### config.mk
export PLATFORM = sky130hd
export DESIGN_NAME = mips_multicycle_ctrl
export DESIGN_NICKNAME = d
export VERILOG_FILES = /design/src/rtl/mips_multicycle_ctrl.sv
export SDC_FILE = /design/constraint.sdc
export NUM_CORES = 1
export LEC_CHECK = 0
export CORE_MARGIN = 5
export CORE_UTILIZATION = 45
export DETAILED_ROUTE_END_ITERATION = 10
export PLACE_DENSITY_LB_ADDON = 0.05
export SLEW_MARGIN = 40
export SYNTH_ARGS = -nofsm -noshare
export SYNTH_HDL_FRONTEND = slang
export SYNTH_SLANG_ARGS = --single-unit
### constraint.sdc
create_clock -name clk -period 3.65 [get_ports clk]
set_input_delay 0.5475 -clock clk [delete_from_list [all_inputs] [get_ports clk]]
set_output_delay 0.5475 -clock clk [all_outputs]
set_load 0.1 [all_outputs]
### src/rtl/mips_multicycle_ctrl.sv
// Multicycle MIPS control FSM: sequences lw/sw/R-type/beq/addi/j with a memory-ready stall.
// Optional bne support is enabled by defining MIPS_BNE_EN.
module mips_multicycle_ctrl #(
  parameter int STATE_W = 4
) (
  input  logic               clk,
  input  logic               reset_n,
  input  logic [5:0]         Op,
  input  logic [5:0]         Funct,
  input  logic               Zero,
  input  logic               MemReady,
  output logic               IorD,
  output logic               MemWrite,
  output logic               IRWrite,
  output logic               RegDst,
  output logic               MemtoReg,
  output logic               RegWrite,
  output logic               ALUSrcA,
  output logic [1:0]         ALUSrcB,
  output logic [2:0]         ALUControl,
  output logic [1:0]         PCSrc,
  output logic               PCEn,
  output logic               Illegal,
  output logic [STATE_W-1:0] DbgState
);

  typedef enum logic [3:0] {
    S_FETCH    = 4'd0,
    S_DECODE   = 4'd1,
    S_MEMADR   = 4'd2,
    S_MEMRD    = 4'd3,
    S_MEMWB    = 4'd4,
    S_MEMWR    = 4'd5,
    S_EXECUTE  = 4'd6,
    S_ALUWB    = 4'd7,
    S_BRANCH   = 4'd8,
    S_ADDIEXEC = 4'd9,
    S_ADDIWB   = 4'd10,
    S_JUMP     = 4'd11
  } state_t;

  localparam logic [5:0] OP_RTYPE = 6'b000000;
  localparam logic [5:0] OP_LW    = 6'b100011;
  localparam logic [5:0] OP_SW    = 6'b101011;
  localparam logic [5:0] OP_BEQ   = 6'b000100;
  localparam logic [5:0] OP_BNE   = 6'b000101;
  localparam logic [5:0] OP_ADDI  = 6'b001000;
  localparam logic [5:0] OP_J     = 6'b000010;

  state_t     state;
  state_t     state_next;
  logic [1:0] alu_op;
  logic       pc_write;
  logic       branch;
  logic       branch_taken;
  logic       funct_ok;

  // NOTE: sequential state uses non-blocking assignments so every flop samples pre-edge values.
  always_ff @(posedge clk or negedge reset_n) begin
    if (!reset_n) state <= S_FETCH;
    else          state <= state_next;
  end

  always_comb begin
    funct_ok = 1'b0;
    case (Funct)
      6'b100000, 6'b100010, 6'b100100, 6'b100101, 6'b101010: funct_ok = 1'b1;
      default:                                               funct_ok = 1'b0;
    endcase
  end

  // NOTE: every output gets a default first, so no path through the case can infer a latch.
  always_comb begin
    state_next = state;
    IorD       = 1'b0;
    MemWrite   = 1'b0;
    IRWrite    = 1'b0;
    RegDst     = 1'b0;
    MemtoReg   = 1'b0;
    RegWrite   = 1'b0;
    ALUSrcA    = 1'b0;
    ALUSrcB    = 2'b00;
    PCSrc      = 2'b00;
    Illegal    = 1'b0;
    alu_op     = 2'b00;
    pc_write   = 1'b0;
    branch     = 1'b0;

    // Outputs are decoded from state; holding them at defaults while reset is low blocks any write.
    if (reset_n) begin
      case (state)
        S_FETCH: begin
          ALUSrcB    = 2'b01;
          IRWrite    = MemReady;
          pc_write   = MemReady;
          state_next = MemReady ? S_DECODE : S_FETCH;
        end
        S_DECODE: begin
          ALUSrcB = 2'b11;
          case (Op)
            OP_LW, OP_SW: state_next = S_MEMADR;
            OP_RTYPE: begin
              if (funct_ok) begin
                state_next = S_EXECUTE;
              end else begin
                state_next = S_FETCH;
                Illegal    = 1'b1;
              end
            end
            OP_BEQ:  state_next = S_BRANCH;
`ifdef MIPS_BNE_EN
            OP_BNE:  state_next = S_BRANCH;
`endif
            OP_ADDI: state_next = S_ADDIEXEC;
            OP_J:    state_next = S_JUMP;
            default: begin
              state_next = S_FETCH;
              Illegal    = 1'b1;
            end
          endcase
        end
        S_MEMADR: begin
          ALUSrcA = 1'b1;
          ALUSrcB = 2'b10;
          if (Op == OP_SW)      state_next = S_MEMWR;
          else if (Op == OP_LW) state_next = S_MEMRD;
          else                  state_next = S_FETCH;
        end
        S_MEMRD: begin
          IorD       = 1'b1;
          state_next = MemReady ? S_MEMWB : S_MEMRD;
        end
        S_MEMWB: begin
          MemtoReg   = 1'b1;
          RegWrite   = 1'b1;
          state_next = S_FETCH;
        end
        S_MEMWR: begin
          IorD       = 1'b1;
          MemWrite   = 1'b1;
          state_next = MemReady ? S_FETCH : S_MEMWR;
        end
        S_EXECUTE: begin
          ALUSrcA    = 1'b1;
          alu_op     = 2'b10;
          state_next = S_ALUWB;
        end
        S_ALUWB: begin
          RegDst     = 1'b1;
          RegWrite   = 1'b1;
          state_next = S_FETCH;
        end
        S_BRANCH: begin
          ALUSrcA    = 1'b1;
          alu_op     = 2'b01;
          PCSrc      = 2'b01;
          branch     = 1'b1;
          state_next = S_FETCH;
        end
        S_ADDIEXEC: begin
          ALUSrcA    = 1'b1;
          ALUSrcB    = 2'b10;
          state_next = S_ADDIWB;
        end
        S_ADDIWB: begin
          RegWrite   = 1'b1;
          state_next = S_FETCH;
        end
        S_JUMP: begin
          PCSrc      = 2'b10;
          pc_write   = 1'b1;
          state_next = S_FETCH;
        end
        default: state_next = S_FETCH;
      endcase
    end
  end

  always_comb begin
    ALUControl = 3'b010;
    case (alu_op)
      2'b01: ALUControl = 3'b110;
      2'b10: begin
        case (Funct)
          6'b100010: ALUControl = 3'b110;
          6'b100100: ALUControl = 3'b000;
          6'b100101: ALUControl = 3'b001;
          6'b101010: ALUControl = 3'b111;
          default:   ALUControl = 3'b010;
        endcase
      end
      default: ALUControl = 3'b010;
    endcase
  end

`ifdef MIPS_BNE_EN
  assign branch_taken = Zero ^ (Op == OP_BNE);
`else
  assign branch_taken = Zero;
`endif

  assign PCEn     = pc_write | (branch & branch_taken);
  assign DbgState = STATE_W'(state);

endmodule

## Yosys cells after proc, flatten, opt, wreduce, memory -nomap -nowiden

Cells that the tools add are included.

- Output and inout port bits: 20
- Word-level logic and storage cells: 74
- Input port bits: 16
- Register bits: 4

- Bitwise operators: 2
- Reductions and logical operators: 9
- Equal/unequal tests: 23
- Multiplexer cells: 39

Operators with widths:

| operator | count |
|---|---|
| equality test 6 bit (second input constant) | 7 |
| case mux 4 bit (7 select lines) | 1 |
| 2-to-1 mux 1 bit | 22 |
| case mux 4 bit (5 select lines) | 1 |
| equality test 4 x 3 -> 1 bit (second input constant) | 4 |
| equality test 4 bit (second input constant) | 4 |
| 2-to-1 mux 3 bit | 4 |
| case mux 3 bit (4 select lines) | 1 |
| OR reduction 5 bit | 2 |
| equality test 4 x 2 -> 1 bit (second input constant) | 2 |
| 2-to-1 mux 2 bit | 4 |
| case mux 2 bit (2 select lines) | 2 |
| equality test 6 x 2 -> 1 bit (second input constant) | 1 |
| equality test 6 x 3 -> 1 bit (second input constant) | 1 |
| equality test 6 x 4 -> 1 bit (second input constant) | 1 |
| logical NOT 6 bit | 1 |
| case mux 2 bit (3 select lines) | 1 |
| case mux 3 bit (2 select lines) | 1 |
| OR reduction 2 bit | 3 |
| equality test 4 x 1 -> 1 bit (second input constant) | 1 |
| logical NOT 4 bit | 1 |
| case mux 1 bit (2 select lines) | 2 |
| OR reduction 4 bit | 1 |
| OR reduction 3 bit | 1 |
| 4 further kinds | 4 |

## Depth between registers and ports, before layout

Gate-level depths: netlist of the first run.

- Word-level depth: 7
- Mapped depth: 7
- Depth with buffers taken out: 7

## Least setup slack after synthesis of the first run

No wires, ideal clock.

- Path kind: flip-flop to output port
- Start: register state[0], in the netlist DbgState[0]
- End: output Illegal
- Path buffers: 1
- Slack: -1.556 ns
- Data arrival time: 4.659 ns
- Stages on the path, launching flop included: 5
- Required time: 3.102 ns
- Cells stage by stage: dfrtp_1 -> clkbuf_1 -> nand2b_1 -> or4_1 -> nor4_1

- Longest elaborated chain between the ends: 3

Ends and longest elaborated chain:

| what | RTL line | RTL |
|---|---|---|
| start, declared | 50 | `state_t state;` |
| start signal, assigned | 61 | `else state <= state_next;` |
| equality test 4 x 1 -> 1 bit | 91 | `case (state)` |
| 2-to-1 mux 1 bit | 91 |  |
| 2-to-1 mux 1 bit | 90 | `if (reset_n) begin` |
| end, declared | 23 | `output logic Illegal,` |

No other way between the ends.

## Worst setup path after layout of the first run

- Start: input reset_n
- End: output Illegal

- Longest elaborated chain between the ends: 1

Ends and longest elaborated chain:

| what | RTL line | RTL |
|---|---|---|
| start, declared | 7 | `input logic reset_n,` |
| 2-to-1 mux 1 bit | 90 |  |

No other way between the ends.

==> results of run 1 <==
-- through the flow --
| stage | setup slack (ns) | utilization (%) |
|---|---|---|
| 3_3_place_gp | 0.7006 | 69.86 |
| 3_5_place_dp | 0.6692 | 69.28 |
| 2_1_floorplan | -0.4210 | - |
| 4_1_cts | 0.6472 | 70.58 |
| 5_1_grt | 0.5341 | 70.58 |
| 6_report | 0.6419 | 70.58 |
-- layout make-up --
class                   instances  area share [%]
multi-input cells              98           56.26
repair buffers                 37           29.57
flip-flops and latches          4           8.214
well taps                      25           2.567
clock buffers                   3           1.848
inverters                       5           1.540
-- where the power goes --
part / internal, µW / total (µW) / switching, µW
Clock: 36.6 / 51.4 / 14.9
Sequential: 48.5 / 67.8 / 19.3
Combinational: 71.7 / 227 / 155
Total: 157 / 346 / 189
-- how the worst max path moves through the flow --
stage	start	end	depth (start not counted)
CTS	reset_n	Illegal	5
global route	reset_n	Illegal	5
detailed placement	reset_n	Illegal	5
floorplan	DbgState[0]$_DFFE_PN0P_	Illegal	4
global placement	reset_n	Illegal	5
finish	reset_n	Illegal	5
-- logic make-up after synthesis --
logic type / synth area share, %
xor gates and xnor gates: 3.192
muxes: 1.368
DFF: 12.16
adders and majority gates: 3.039
buffers and inverters: 10.03
AOI/OAI and AO/OA: 31.01
and+or+nand+nor: 39.21
-- Yosys cell counts (all sizes together) (4+ instances only) --
library cell	count
a21oi	9
buf	4
clkbuf	4
dfrtp	4
inv	5
nand2	8
nand2b	4
nor2	14
nor2b	4
nor3	5
nor3b	4
o21ai	7
-- worst max-delay path, cell delays in order --
cell and delay (ns):
clkdlybuf4s50_1 0.59, inv_1 0.17, or4_1 0.52, nor4_2 0.40
buf_12 0.23
-- per-layer routing --
layer  part of all wire (%)  track usage (%)  vias up  routed length (µm)
li1                       -                -      495                   -
met1                     44            23.77      461                1013
met2                     49            28.93       43                1131
met3                    6.7            1.140        0                 153
met4                      0            2.979        0                   0
met5                      0                0        -                   0
==> flow_summary.yaml, run 1 <==
timing:
  fin_crit_ns: 3.008
  hold_slack_ns: 0.7878
  setup_viol: 0
  finClkSkew_ns: 0.002103
  max-slew-margin-rel_pct: 59.10
  tightest_slew_ns: 0.6134
  setup-tns-final_ns: 0
  maxSlewViolCount: 0
  fin_crit_sh_pct: 82.41
  fmax_ghz: 0.3324
  rsz0062_at_grt: "false"
  hold_viol: 0
global_route:
  antenna_found_initial: 0
  gr-total-overflow: 0
  grt_first_pass_wirelength_mm: 3.746
  grt_max_degree: 22
  track_usage_pct: 17.11
  grt_pass1_vias: 868
final_layout:
  final_common_cell: "buf_4"
  syn_to_final_growth_pct: 48.02
  layout.cells.non_filler: 172
  diodes: 0
  most-common-layout-cells: "16 x buf_4, 15 x clkdlybuf4s50_1, 13 x nor2_1"
  seqCellArea_um2: 100.1
  drive_above_1_share_pct: 28.57
  multi_input_comb_area_um2: 685.7
  fillers: 147
  largest_register_ffs: 4
  finalNetCount: 167
  final_cell_area_um2: 1219
critical_path:
  r2r_slack_ns: 1.88
  worst_setup_path_start_kind: "primary input"
  critPathKind: "primary input to primary output"
  cp-end-kind: "primary output"
  r2r_start: "DbgState[1]$_DFFE_PN0P_"
  critPathRequiredTime_ns: 3.10
  critical_path.reg2reg.endpoint: "DbgState[0]$_DFFE_PN0P_"
  cp.arrival_ns: 2.46
  cp_max_fo: 7
  rr_worst_depth: 4
synth:
  synthFlopType: "dfrtp_1"
  synth_top_area_cell: "dfrtp_1"
  syn_inst: 115
  syn_area_um2: 823.3
  synth_area_per_cell_um2: 7.159
  synth-async-reset-ratio_pct: 100.0
  yosysTopAreaCellShare_pct: 12.16
  synth-edff-count: 0
  yosys_warnings: 0
  syn-num-nets: 133
  synth_seq_cells: 4
  synth_area_leaders: "dfrtp_1 12%, nor2_1 6.4%, a21oi_1 5.5%, buf_6 5.5%, o21ai_0 4.3%"
  ys_seq_area_share_pct: 12.16
  synth_cell_type_count: 47
clocking:
  cts_buffers: 3
  clkSlewWorstSetupHoldPaths_ns: 0.04
  insertion_delay_ns: 0.22
  cts_tree: "done"
  ctsHoldBuffers: 0
  cts_htree_levels: 1
  post-cts-setup-buffers: 0
  cts.sink_count: 4
  clockRootBuffer: "clkbuf_4"
  cts_resized: 0
  cts_buffer_depth: 2
floorplanning:
  io_pins: 36
  die_area_um2: 2785
  chipWidth_um: 52.78
  initial_utilization_pct: 47.68
  dieHeight_um: 52.78
  num_rows: 15
  coreArea_um2: 1727
detailed_routing:
  vias: 999
  post_drt_wl_per_cell_um: 13.37
  drt-total-wl_mm: 2.299
  antenna_left: 0
  drt_pass1_iterations: 4
  viasPerCell: 5.808
  route.detailed.drc: 0
  drt-initial-drc-count: 35
placement:
  gp_congestion: 0.7974
  dpl-instance-area_um2: 1196
  dp_cells: 169
  port_buffers: 35
  hpwl_mm: 1.793
worst_hold_path:
  hold_class: "flip-flop to flip-flop"
  holdPathStages: 4
  min_to: "DbgState[3]$_DFFE_PN0P_"
  hp-start: "DbgState[2]$_DFFE_PN0P_"
power:
  power_uw: 345.9
  powerDensity_nw_per_um2: 283.9
  peakVddDrop_mv: 0.2766
  p_leak_uw: 0.0004928
flow_run:
  max-cap-violations: 0
outcome:
  status: "finished, final reports clean"
No activity file was read; power rests on OpenSTA's default activity.
==> inputs of run 2 (changes only) <==
Settings changed: CORE_UTILIZATION 45 to 38.
Clock period 3.65 ns to 2.6 ns, I/O delays scaled along.
==> run 2 against run 1 <==
- global-route usage rose by 0.24 points
- count of clock-buffer cells in the layout did not move
- largest power group unchanged
- critical endpoint unchanged
- setup slack got worse by 0.55 ns
- total power rose by 61%
- critical path depth did not move
- combinational power rose by 67%
- first-iteration DRC count rose by 2.9%
- utilization rose by 5.6 points
- worst hold slack got worse by 0.52 ns
==> flow_summary.yaml, run 2 (synthesized netlist as in run 1, its figures left out) <==
outcome:
  status: "finished, final reports clean"
critical_path:
  path_cells: "clkdlybuf4s50_1 > or4_2 > a2111oi_4 > nor4_4 > buf_12"
  crit_buf_inv: 2
  worst_path_max_delay_cell: "or4_2"
  cp-end-kind: "primary output"
  worst_setup_path_start_kind: "primary input"
  cp_max_fo: 5
  cp_top_family: "simple AND/OR/NAND/NOR gates"
  cp.arrival_ns: 2.12
  critPathRequiredTime_ns: 2.21
  critPathKind: "primary input to primary output"
  cp_slowest_stage_delay_ns: 0.73
power:
  seqPwrFrac_pct: 18.0
  power_uw: 556.5
  p_comb_share_pct: 68.3
  p_sw_share_pct: 51.54
  powerDensity_nw_per_um2: 361.3
  p_switching_uw: 286.8
  power.share.clock_pct: 13.7
  p_leak_uw: 0.0005664
  p_int_uw: 269.7
  peakVddDrop_mv: 0.4319
clocking:
  post-cts-setup-buffers: 0
  clkSlewWorstSetupHoldPaths_ns: 0.04
  clockRootBuffer: "clkbuf_4"
  cts_htree_levels: 1
  cts_buffers: 3
  insertion_delay_ns: 0.23
  cts_resized: 0
  cts_buffer_depth: 2
  ctsHoldBuffers: 0
  cts.sink_count: 4
  cts_tree: "done"
worst_hold_path:
  hold_class: "primary input to async pin"
detailed_routing:
  viasPerCell: 5.912
  drt-total-wl_mm: 2.689
  drt-initial-drc-count: 36
  antenna_left: 0
  drt_pass1_iterations: 5
  vias: 1070
  post_drt_wl_per_cell_um: 14.86
  route.detailed.drc: 0
timing:
  fin_crit_sh_pct: 96.56
  setup_viol: 0
  maxSlewViolCount: 0
  fin_crit_ns: 2.511
  rsz0062_at_grt: "false"
  tightest_slew_ns: 0.3708
  fmax_ghz: 0.3983
  max-slew-margin-rel_pct: 75.05
  hold_viol: 0
  finClkSkew_ns: 0.005353
global_route:
  grt_pass1_vias: 1014
  use_met3_pct: 5.275
  track_usage_pct: 17.35
  antenna_found_initial: 0
  grt_max_degree: 22
  grt_first_pass_wirelength_mm: 4.547
  gr-total-overflow: 0
  gr-usage-met2_pct: 31.02
  use_met1_pct: 20.57
  busiest_layer: "met2"
floorplanning:
  dieHeight_um: 56.55
  chipWidth_um: 56.55
  num_rows: 16
  coreArea_um2: 2022
  initial_utilization_pct: 40.72
  die_area_um2: 3197
  io_pins: 36
final_layout:
  syn_to_final_growth_pct: 87.08
  most-common-layout-cells: "16 x buf_12, 14 x clkdlybuf4s50_1, 13 x buf_4"
  utilization_pct: 76.18
  final_common_cell: "buf_12"
  diodes: 0
  layout.cells.non_filler: 181
  finalNetCount: 174
  largest_register_ffs: 4
  drive_above_1_share_pct: 41.56
placement:
  hpwl_mm: 2.204
  port_buffers: 35
  dp_cells: 178
  gp_congestion: 0.8289
flow_run:
  max-cap-violations: 0
[run 2: worst paths after layout]
path,slack (ns),from,end,cells after the start
worst max register to register,0.95,DbgState[1]$_DFFE_PN0P_,DbgState[0]$_DFFE_PN0P_,5
worst max-delay path,0.09,Op[5],Illegal,5
min in group clk,0.65,reset_n,DbgState[3]$_DFFE_PN0P_,3
worst min register to register,0.73,DbgState[3]$_DFFE_PN0P_,DbgState[3]$_DFFE_PN0P_,2
max in group asynchronous,2.18,reset_n,DbgState[2]$_DFFE_PN0P_,2
worst min-delay path,0.27,reset_n,DbgState[1]$_DFFE_PN0P_,2
[run 2: layout make-up]
type | instances | area, µm²
fill | 150 | 481.7
inverter | 5 | 22.52
timing repair buffer | 44 | 570.5
tap | 27 | 33.78
sequential | 4 | 115.1
multi-input combinational | 98 | 775.7
clock buffer | 3 | 22.52
[run 2: power groups by stage]
| stage | clock network (µW) | registers (µW) | logic, µW |
|---|---|---|---|
| after floorplan | 0 | 123 | 238 |
| after global placement | 0 | 100 | 375 |
| after detailed placement | 0 | 100 | 379 |
| after CTS | 79.0 | 99.3 | 380 |
| after global routing | 84.4 | 104 | 400 |
| final | 76.0 | 100 | 380 |
[run 2: routing by layer]
metal / wire (µm) / part of all wire [%]
met1: 1087 / 40
met2: 1394 / 52
met3: 193 / 7.2
met4: 12 / 0.45
met5: 0 / 0
[run 2: per-stage QoR]
stage	setup WS (ns)	hold WS, ns	TNS [ns]	instance area [µm²]
2_1_floorplan	-0.2517	0.09443	-1.316	977.2
3_3_place_gp	0.1001	0.7227	0	1505
3_5_place_dp	0.05552	0.7243	0	1505
4_1_cts	0.05356	0.6242	0	1528
5_1_grt	0.02652	0.2907	0	1540
6_report	0.08941	0.2671	0	1540
